==> src/rtl/iter_done_ctrl_if.sv <==
// Bus bundle for iter_done_ctrl: iteration control inputs and completion status outputs.
// master drives the controls (testbench or host); slave is the controller itself.
interface iter_done_ctrl_if #(
    parameter int NCH    = 4,
    parameter int ITER_W = 8
);
    logic              enable;
    logic [NCH-1:0]    dividor_done;
    logic              Y_eof_reg;
    logic [ITER_W-1:0] max_iter;
    logic              clear_count;
    logic              iter_done;
    logic              done_pulse;
    logic [ITER_W-1:0] iter_count;
    logic              limit_hit;
    logic              timeout;

    modport master (
        output enable, dividor_done, Y_eof_reg, max_iter, clear_count,
        input  iter_done, done_pulse, iter_count, limit_hit, timeout
    );

    modport slave (
        input  enable, dividor_done, Y_eof_reg, max_iter, clear_count,
        output iter_done, done_pulse, iter_count, limit_hit, timeout
    );
endinterface

==> src/rtl/iter_done_ctrl.sv <==
// Iteration completion controller: waits for every divider channel plus the delayed Y end-of-frame.
// Optional macro ITER_DONE_WATCHDOG_EN adds a RUN-state watchdog that forces completion after TIMEOUT cycles.
module iter_done_ctrl #(
    parameter int NCH     = 4,
    parameter int DELAY   = 13,
    parameter int ITER_W  = 8,
    parameter int TIMEOUT = 1024
) (
    input  logic             clock,
    input  logic             reset,
    iter_done_ctrl_if.slave  bus
);

    if (NCH < 1 || NCH > 16 || DELAY < 1 || DELAY > 64 || TIMEOUT < 1) begin : g_bad_param
        $error("iter_done_ctrl: parameter out of range");
    end

    typedef enum logic [1:0] {IDLE, RUN, DONE} state_t;

    state_t            state_q, state_d;
    logic [DELAY-1:0]  dly_q, dly_d;
    logic [NCH-1:0]    ch_seen_q, ch_seen_d;
    logic              eof_seen_q, eof_seen_d;
    logic              iter_done_q, iter_done_d;
    logic              done_pulse_q, done_pulse_d;
    logic [ITER_W-1:0] iter_count_q, iter_count_d;
    logic              eof_dly;
    logic              done_cond;
    logic              wd_expire;

`ifdef ITER_DONE_WATCHDOG_EN
    localparam int WD_W = $clog2(TIMEOUT + 1);
    logic [WD_W-1:0] wd_q, wd_d;
    logic            timeout_q, timeout_d;

    assign wd_expire = (state_q == RUN) && (wd_q == WD_W'(TIMEOUT - 1));
`else
    assign wd_expire = 1'b0;
`endif

    // Oldest delay-line tap is the Y end-of-frame seen DELAY cycles ago.
    assign eof_dly   = dly_q[DELAY-1];
    assign done_cond = (state_q == RUN) && (&(ch_seen_q | bus.dividor_done))
                       && (eof_seen_q || eof_dly);

    always_comb begin
        dly_d[0] = bus.Y_eof_reg;
        for (int i = 1; i < DELAY; i++) begin
            dly_d[i] = dly_q[i-1];
        end

        state_d      = state_q;
        ch_seen_d    = ch_seen_q;
        eof_seen_d   = eof_seen_q;
        iter_done_d  = iter_done_q;
        done_pulse_d = done_pulse_q;
        iter_count_d = iter_count_q;
`ifdef ITER_DONE_WATCHDOG_EN
        timeout_d    = timeout_q;
`endif

        if (!bus.enable) begin
            state_d      = IDLE;
            ch_seen_d    = '0;
            eof_seen_d   = 1'b0;
            iter_done_d  = 1'b0;
            done_pulse_d = 1'b0;
`ifdef ITER_DONE_WATCHDOG_EN
            timeout_d    = 1'b0;
`endif
        end else begin
            case (state_q)
                IDLE: state_d = RUN;
                RUN: begin
                    if (done_cond) begin
                        state_d      = DONE;
                        iter_done_d  = 1'b1;
                        done_pulse_d = 1'b1;
                        if (iter_count_q != {ITER_W{1'b1}}) begin
                            iter_count_d = iter_count_q + 1'b1;
                        end
                    end else if (wd_expire) begin
                        // Forced completion: flagged, but not counted as an iteration.
                        state_d      = DONE;
                        iter_done_d  = 1'b1;
                        done_pulse_d = 1'b1;
`ifdef ITER_DONE_WATCHDOG_EN
                        timeout_d    = 1'b1;
`endif
                    end else begin
                        ch_seen_d  = ch_seen_q | bus.dividor_done;
                        eof_seen_d = eof_seen_q | eof_dly;
                    end
                end
                DONE:    done_pulse_d = 1'b0;
                default: state_d = IDLE;
            endcase
        end

        if (bus.clear_count) begin
            iter_count_d = '0;
        end

`ifdef ITER_DONE_WATCHDOG_EN
        wd_d = (state_q == RUN && state_d == RUN) ? wd_q + 1'b1 : '0;
`endif
    end

    always_ff @(posedge clock or negedge reset) begin
        if (!reset) begin
            state_q      <= IDLE;
            dly_q        <= '0;
            ch_seen_q    <= '0;
            eof_seen_q   <= 1'b0;
            iter_done_q  <= 1'b0;
            done_pulse_q <= 1'b0;
            iter_count_q <= '0;
`ifdef ITER_DONE_WATCHDOG_EN
            timeout_q    <= 1'b0;
            wd_q         <= '0;
`endif
        end else begin
            state_q      <= state_d;
            dly_q        <= dly_d;
            ch_seen_q    <= ch_seen_d;
            eof_seen_q   <= eof_seen_d;
            iter_done_q  <= iter_done_d;
            done_pulse_q <= done_pulse_d;
            iter_count_q <= iter_count_d;
`ifdef ITER_DONE_WATCHDOG_EN
            timeout_q    <= timeout_d;
            wd_q         <= wd_d;
`endif
        end
    end

    assign bus.iter_done  = iter_done_q;
    assign bus.done_pulse = done_pulse_q;
    assign bus.iter_count = iter_count_q;
    assign bus.limit_hit  = (bus.max_iter != '0) && (iter_count_q >= bus.max_iter);
`ifdef ITER_DONE_WATCHDOG_EN
    assign bus.timeout    = timeout_q;
`else
    assign bus.timeout    = 1'b0;
`endif

endmodule

==> src/flat_wrapper.sv <==
// flat-port wrapper written by rule: the top's interface ports become plain ports
module iter_done_ctrl_flat 
#(
    parameter int NCH     = 4,
    parameter int DELAY   = 13,
    parameter int ITER_W  = 8,
    parameter int TIMEOUT = 1024
)
  (clock, reset, bus_enable, bus_dividor_done, bus_Y_eof_reg, bus_max_iter, bus_clear_count, bus_iter_done, bus_done_pulse, bus_iter_count, bus_limit_hit, bus_timeout);
  iter_done_ctrl_if #(.NCH(NCH), .ITER_W(ITER_W)) bus_i ();
  input  logic clock;
  input  logic reset;
  input wire logic [$bits(bus_i.enable)-1:0] bus_enable;
  input wire logic [$bits(bus_i.dividor_done)-1:0] bus_dividor_done;
  input wire logic [$bits(bus_i.Y_eof_reg)-1:0] bus_Y_eof_reg;
  input wire logic [$bits(bus_i.max_iter)-1:0] bus_max_iter;
  input wire logic [$bits(bus_i.clear_count)-1:0] bus_clear_count;
  output wire logic [$bits(bus_i.iter_done)-1:0] bus_iter_done;
  output wire logic [$bits(bus_i.done_pulse)-1:0] bus_done_pulse;
  output wire logic [$bits(bus_i.iter_count)-1:0] bus_iter_count;
  output wire logic [$bits(bus_i.limit_hit)-1:0] bus_limit_hit;
  output wire logic [$bits(bus_i.timeout)-1:0] bus_timeout;
  assign bus_i.enable = bus_enable;
  assign bus_i.dividor_done = bus_dividor_done;
  assign bus_i.Y_eof_reg = bus_Y_eof_reg;
  assign bus_i.max_iter = bus_max_iter;
  assign bus_i.clear_count = bus_clear_count;
  assign bus_iter_done = bus_i.iter_done;
  assign bus_done_pulse = bus_i.done_pulse;
  assign bus_iter_count = bus_i.iter_count;
  assign bus_limit_hit = bus_i.limit_hit;
  assign bus_timeout = bus_i.timeout;
  iter_done_ctrl #(.NCH(NCH), .DELAY(DELAY), .ITER_W(ITER_W), .TIMEOUT(TIMEOUT)) u_core (.clock(clock), .reset(reset), .bus(bus_i));
endmodule
==> config.mk <==
export PLATFORM = sky130hd
export DESIGN_NAME = iter_done_ctrl_flat
export DESIGN_NICKNAME = d
export VERILOG_FILES = /design/src/rtl/iter_done_ctrl_if.sv /design/src/rtl/iter_done_ctrl.sv /design/src/flat_wrapper.sv
export SDC_FILE = /design/constraint.sdc
export NUM_CORES = 1
export LEC_CHECK = 0
export ABC_AREA = 1
export ABC_CLOCK_PERIOD_IN_PS = 2100
export BUFFER_PORTS_ARGS = -buffer_cell sky130_fd_sc_hd__buf_2
export CAP_MARGIN = 20
export CORE_AREA = 5 5 65 67
export DETAILED_ROUTE_END_ITERATION = 10
export DIE_AREA = 0 0 70 72
export PLACE_DENSITY_LB_ADDON = 0.15
export SYNTH_ARGS = -nofsm -noshare
export SYNTH_HDL_FRONTEND = slang
export SYNTH_SLANG_ARGS = --single-unit
==> constraint.sdc <==
create_clock -name clock -period 2.1 [get_ports clock]
set_clock_uncertainty 0.05 [all_clocks]
set_input_delay 0.42 -clock clock [delete_from_list [all_inputs] [get_ports clock]]
set_output_delay 0.42 -clock clock [all_outputs]
set_load 0.01 [all_outputs]
; ---- Yosys cells after proc, flatten, opt, wreduce, memory -nomap -nowiden
; Index checks and enable logic that the tools add are counted.
[classes]
add_sub_neg = 1
mul = 0
n_div = 0
magnitude_cmp = 1
n_eq_ne = 9
n_shift = 0
muxes = 19
bitwise_logic = 2
reduce_logical = 16
[ops]
columns = cell, count
row1 = 2-to-1 mux 8 bit, 5
row2 = 2-to-1 mux 4 bit, 3
row3 = "adder 8 x 1 -> 8 bit, second input constant", 1
row4 = greater-or-equal comparator 8 bit, 1
row5 = "!= test 8 bit, second input constant", 1
row6 = AND reduction 2 bit, 4
row7 = AND reduction 4 bit, 2
row8 = nonzero test 2 bit, 4
row9 = nonzero test 8 bit, 1
row10 = 2-to-1 mux 1 bit, 7
row11 = case mux 2 bit (3 select lines), 1
row12 = 2-to-1 mux 2 bit, 2
row13 = "!= test 2 x 1 -> 1 bit, second input constant", 2
row14 = "!= test 2 bit, second input constant", 2
row15 = OR 4 bit, 1
row16 = logical AND 1 bit, 3
row17 = "!= test 3 x 1 -> 1 bit, second input constant", 1
row18 = "!= test 3 x 2 -> 1 bit, second input constant", 1
row19 = "equality test 2 x 1 -> 1 bit, second input constant", 1
row20 = "equality test 2 bit, second input constant", 1
row21 = zero test 2 bit, 1
row22 = case mux 1 bit (2 select lines), 1
row23 = logical OR 1 bit, 1
row24 = OR 1 bit, 1
[totals]
ff_bits = 30
latch_bits = 0
mem_bits_rw = 0
mem_bits_ro = 0
in_bits = 17
output_inout_bits = 12
word_cells = 55
mem_count = 0

; ---- Logic depth before layout (Yosys ltp)
[logic_depth]
depth_word = 8
ltp_mapped = 10
mapped_depth_nobuf = 10

; ---- Worst setup path before layout
; Ideal clock, no wire load.
[synth_timing]
kind = flip-flop to output port
startpoint = register u_core.iter_count_q[5], in the netlist u_core.bus.iter_count[5]
endpoint = output bus_limit_hit
arrival_ns = 1.218
path_slack_ns = 0.412
path_stages_with_launch = 8
path_cell_list = dfrtp_1 -> ha_1 -> nand2_1 -> nor2_1 -> nand4_1 -> nand3_1 -> nand2_1 -> inv_1
[synth_between]
elab_chain_cells = 2
[synth_lines]
columns = item, line
row1 = "start, declared", iter_done_ctrl.sv:26  ; logic [ITER_W-1:0] iter_count_q, iter_count_d;
row2 = "start signal, assigned", iter_done_ctrl.sv:129  ; iter_count_q <= iter_count_d;
row3 = greater-or-equal comparator 8 bit, iter_done_ctrl.sv:140  ; assign bus.limit_hit = (bus.max_iter != '0) && (iter_count_q >= bus.max_iter);
row4 = logical AND 1 bit, iter_done_ctrl.sv:140
row5 = "end, declared", flat_wrapper.sv:21  ; output wire logic [$bits(bus_i.limit_hit)-1:0] bus_limit_hit;
; No other way between the ends.

; ---- Worst setup path in the final report
[layout_timing]
startpoint = register u_core.iter_count_q[1], in the netlist u_core.bus.iter_count[1]
endpoint = output bus_limit_hit
; Same word-level chain as after synthesis.

==> flow_summary.ini <==
[sta]
worst_pin_slew_ns = 0.6261
finalSetupViolations = 0
drv_slew = 0
finalHoldViolations = 0
max_freq_mhz = 484.5
period_minus_slack_ns = 2.064
maxSlewHeadroom_pct = 58.26
timing.hold.ws_ns = 0.05502
rsz0062_at_grt = yes
finalCritPeriodShare_pct = 98.28

[clock_tree]
clock-root-buffer = clkbuf_4
clockBufferDepth = 2
htree_levels = 2
clock_latency_ns = 0.32
numCtsBuffers = 5
tritoncts = yes
cts.clk_slew.worst_paths_ns = 0.09
cts_sinks = 30

[yosys]
syn_nets = 203
synth_fa_ha_area_share_pct = 7.550
ys_seq_area_share_pct = 50.34
synth_area_sq_um = 1491
synth-simple-area-share_pct = 28.19
ys.flop_type = dfrtp_1
ys_types = 26
synthMuxAreaShare_pct = 0
yosysWarnings = 0
synth_top_family_by_area = simple AND/OR/NAND/NOR gates
syn-instance-count = 177
synth_xor_area_share_pct = 0.5872
syn_avg_cell_area_sq_um = 8.426
synth-edff-count = 0
synthArstFlopShare_pct = 100.0
ys_seq_elements = 30
synth_compound_area_share_pct = 5.956

[setup_path]
critical_path_peak_fanout = 2
cp.required_ns = 1.63
path_class = reg2out
cp-start-kind = register
end_kind = output port
startpoint = u_core.bus.iter_count[1]
reg2reg_from = u_core.bus.iter_count[1]
r2r_slack_ns = 0.52
worstRegToRegCells = 10
cp-endpoint = bus_limit_hit
crit_arrival_ns = 1.59
regToRegEndpoint = u_core.bus.iter_count[3]

[final_layout]
fin_util_pct = 51.40
layout.nets = 241
drive_above_1_share_pct = 29.63
layout_commonest_cell = nand2_1
diodes = 0
area_delta_synth_final_pct = 23.32
design_area_sq_um = 1839
layout_common_cells = nand2_1 (48), dfrtp_1 (29), buf_2 (26), inv_1 (18), nor2_1 (18)
fill_cells = 350

[floorplanning]
rows = 22
ios = 29
start_util_pct = 41.68
die_x_um = 70
die-area_sq_um = 5040
die_h_um = 72
core_area_sq_um = 3578

[global_routing]
overflow = 0
grt_usage_pct = 13.45
first_global_vias = 1225
antenna_found_initial = 0
grt_pass1_wl_um = 5444
grt_max_degree = 31

[placed_design]
io_buffer_count = 27
hpwl_um = 2260
gp_congestion = 0.8118
place_area_sq_um = 1693

[power]
peakVddDrop_uv = 399.2
p_leak_uw = 0.0009937
powerDensity_nw_per_um2 = 630.9

[run_status]
outcome = complete, no violations

[drt]
dr.first_iter.drc_count = 63
drc = 0
num_vias = 1228
dr.pass1.iters = 4
wl_um = 2952
ant_nets = 0
viasPerCell = 4.652
wl_per_cell_um = 11.18

[job]
maxCapViolCount = 0

[min_path]
hold_path.class = in2async
-- metal layers --
layer / GRT usage [%] / up-vias / part of all wire (%)
met5: 0 / - / 0
met4: 3.830 / 0 / 0.30
met3: 5.540 / 2 / 5.5
met2: 20.88 / 28 / 46
met1: 17.36 / 565 / 48
li1: - / 633 / -
-- synthesized netlist by cell type, drive strengths merged, types with 2 or more instances --
| master | n | area [sq um] |
|---|---|---|
| a21oi | 10 | 53.80 |
| nand2 | 55 | 224.0 |
| nand4 | 3 | 18.77 |
| nor2 | 20 | 77.58 |
| nor3 | 2 | 10.01 |
| ha | 9 | 112.6 |
| inv | 22 | 82.58 |
| dfrtp | 30 | 750.7 |
| o21bai | 3 | 22.52 |
| buf | 3 | 23.77 |
| nand3 | 13 | 70.07 |
-- through the flow --
stage	power, uW	TNS [ns]	std cells	setup WS, ns
after detailed placement	799.4	0	253	0.1805
after global routing	1239	-0.1254	264	-0.1254
after CTS	1175	-0.007361	264	-0.007361
after global placement	793.4	0	253	0.2441
after floorplan	739.1	0	177	0.4117
final	1160	0	264	0.03617
-- layout make-up --
cell class	count	area [sq um]	area share [%]
clock buffer	6	51.30	2.789
clock inverter	2	12.51	0.6803
inverter	22	82.58	4.490
multi-input combinational	122	686.9	37.35
sequential	30	752.0	40.88
tap	48	60.06	3.265
timing repair buffer	34	193.9	10.54
-- power by group --
part           switching (uW)  internal (uW)  total [uW]  leakage, uW
registers                21.4            611         632     0.000380
logic                     104           73.9         177     0.000580
clock network             190            161         351    0.0000343
-- critical path, cell delays in order, from the launching register on --
cell	delay, ns
dfrtp_1	0.43
ha_4	0.28
inv_2	0.03
o21bai_1	0.12
nand2_1	0.06
nand2_1	0.05
nand2_1	0.04
nand3_1	0.06
nand2_1	0.05
inv_1	0.06
buf_6	0.09
-- flip-flops by register name (all words and copies together), names as in the netlist --
signal,flops
u_core.dly_q,13
u_core.bus.iter_count,8
u_core.ch_seen_q,4
u_core.state_q,2
u_core.bus.done_pulse,1
u_core.bus.iter_done,1
u_core.eof_seen_q,1
-- logic make-up (layout without fill, tap and decap cells) --
| logic type | count (synthesis) | count (layout) |
|---|---|---|
| simple gates | 96 | 96 |
| flops | 30 | 30 |
| buf+inv | 25 | 64 |
| compound gates | 15 | 15 |
| fa+ha+maj | 9 | 9 |
| other cells | 1 | 1 |
| xor+xnor | 1 | 1 |
-- worst min-delay path by stage --
stage | from | to | slack, ns | cells after the start
finish | reset | u_core.eof_seen_q | 0.06 | 1
global route | reset | u_core.ch_seen_q[1] | 0.08 | 1
CTS | reset | u_core.eof_seen_q | 0.05 | 1
detailed placement | u_core.dly_q[5] | u_core.dly_q[6] | 0.29 | 0
global placement | u_core.dly_q[11] | u_core.dly_q[12] | 0.28 | 0
floorplan | reset | u_core.bus.done_pulse | 0.07 | 0
-- repair_timing --
action | 4_1_cts | 5_1_grt
resized for setup | 7 | 4
pin swaps | 7 | 9
gates cloned | 0 | 0
hold buffers | 0 | 0
endpoints found under the setup margin | 1 | 1
buffers inserted | 3 | 0
No activity file was read; power rests on OpenSTA's default activity.
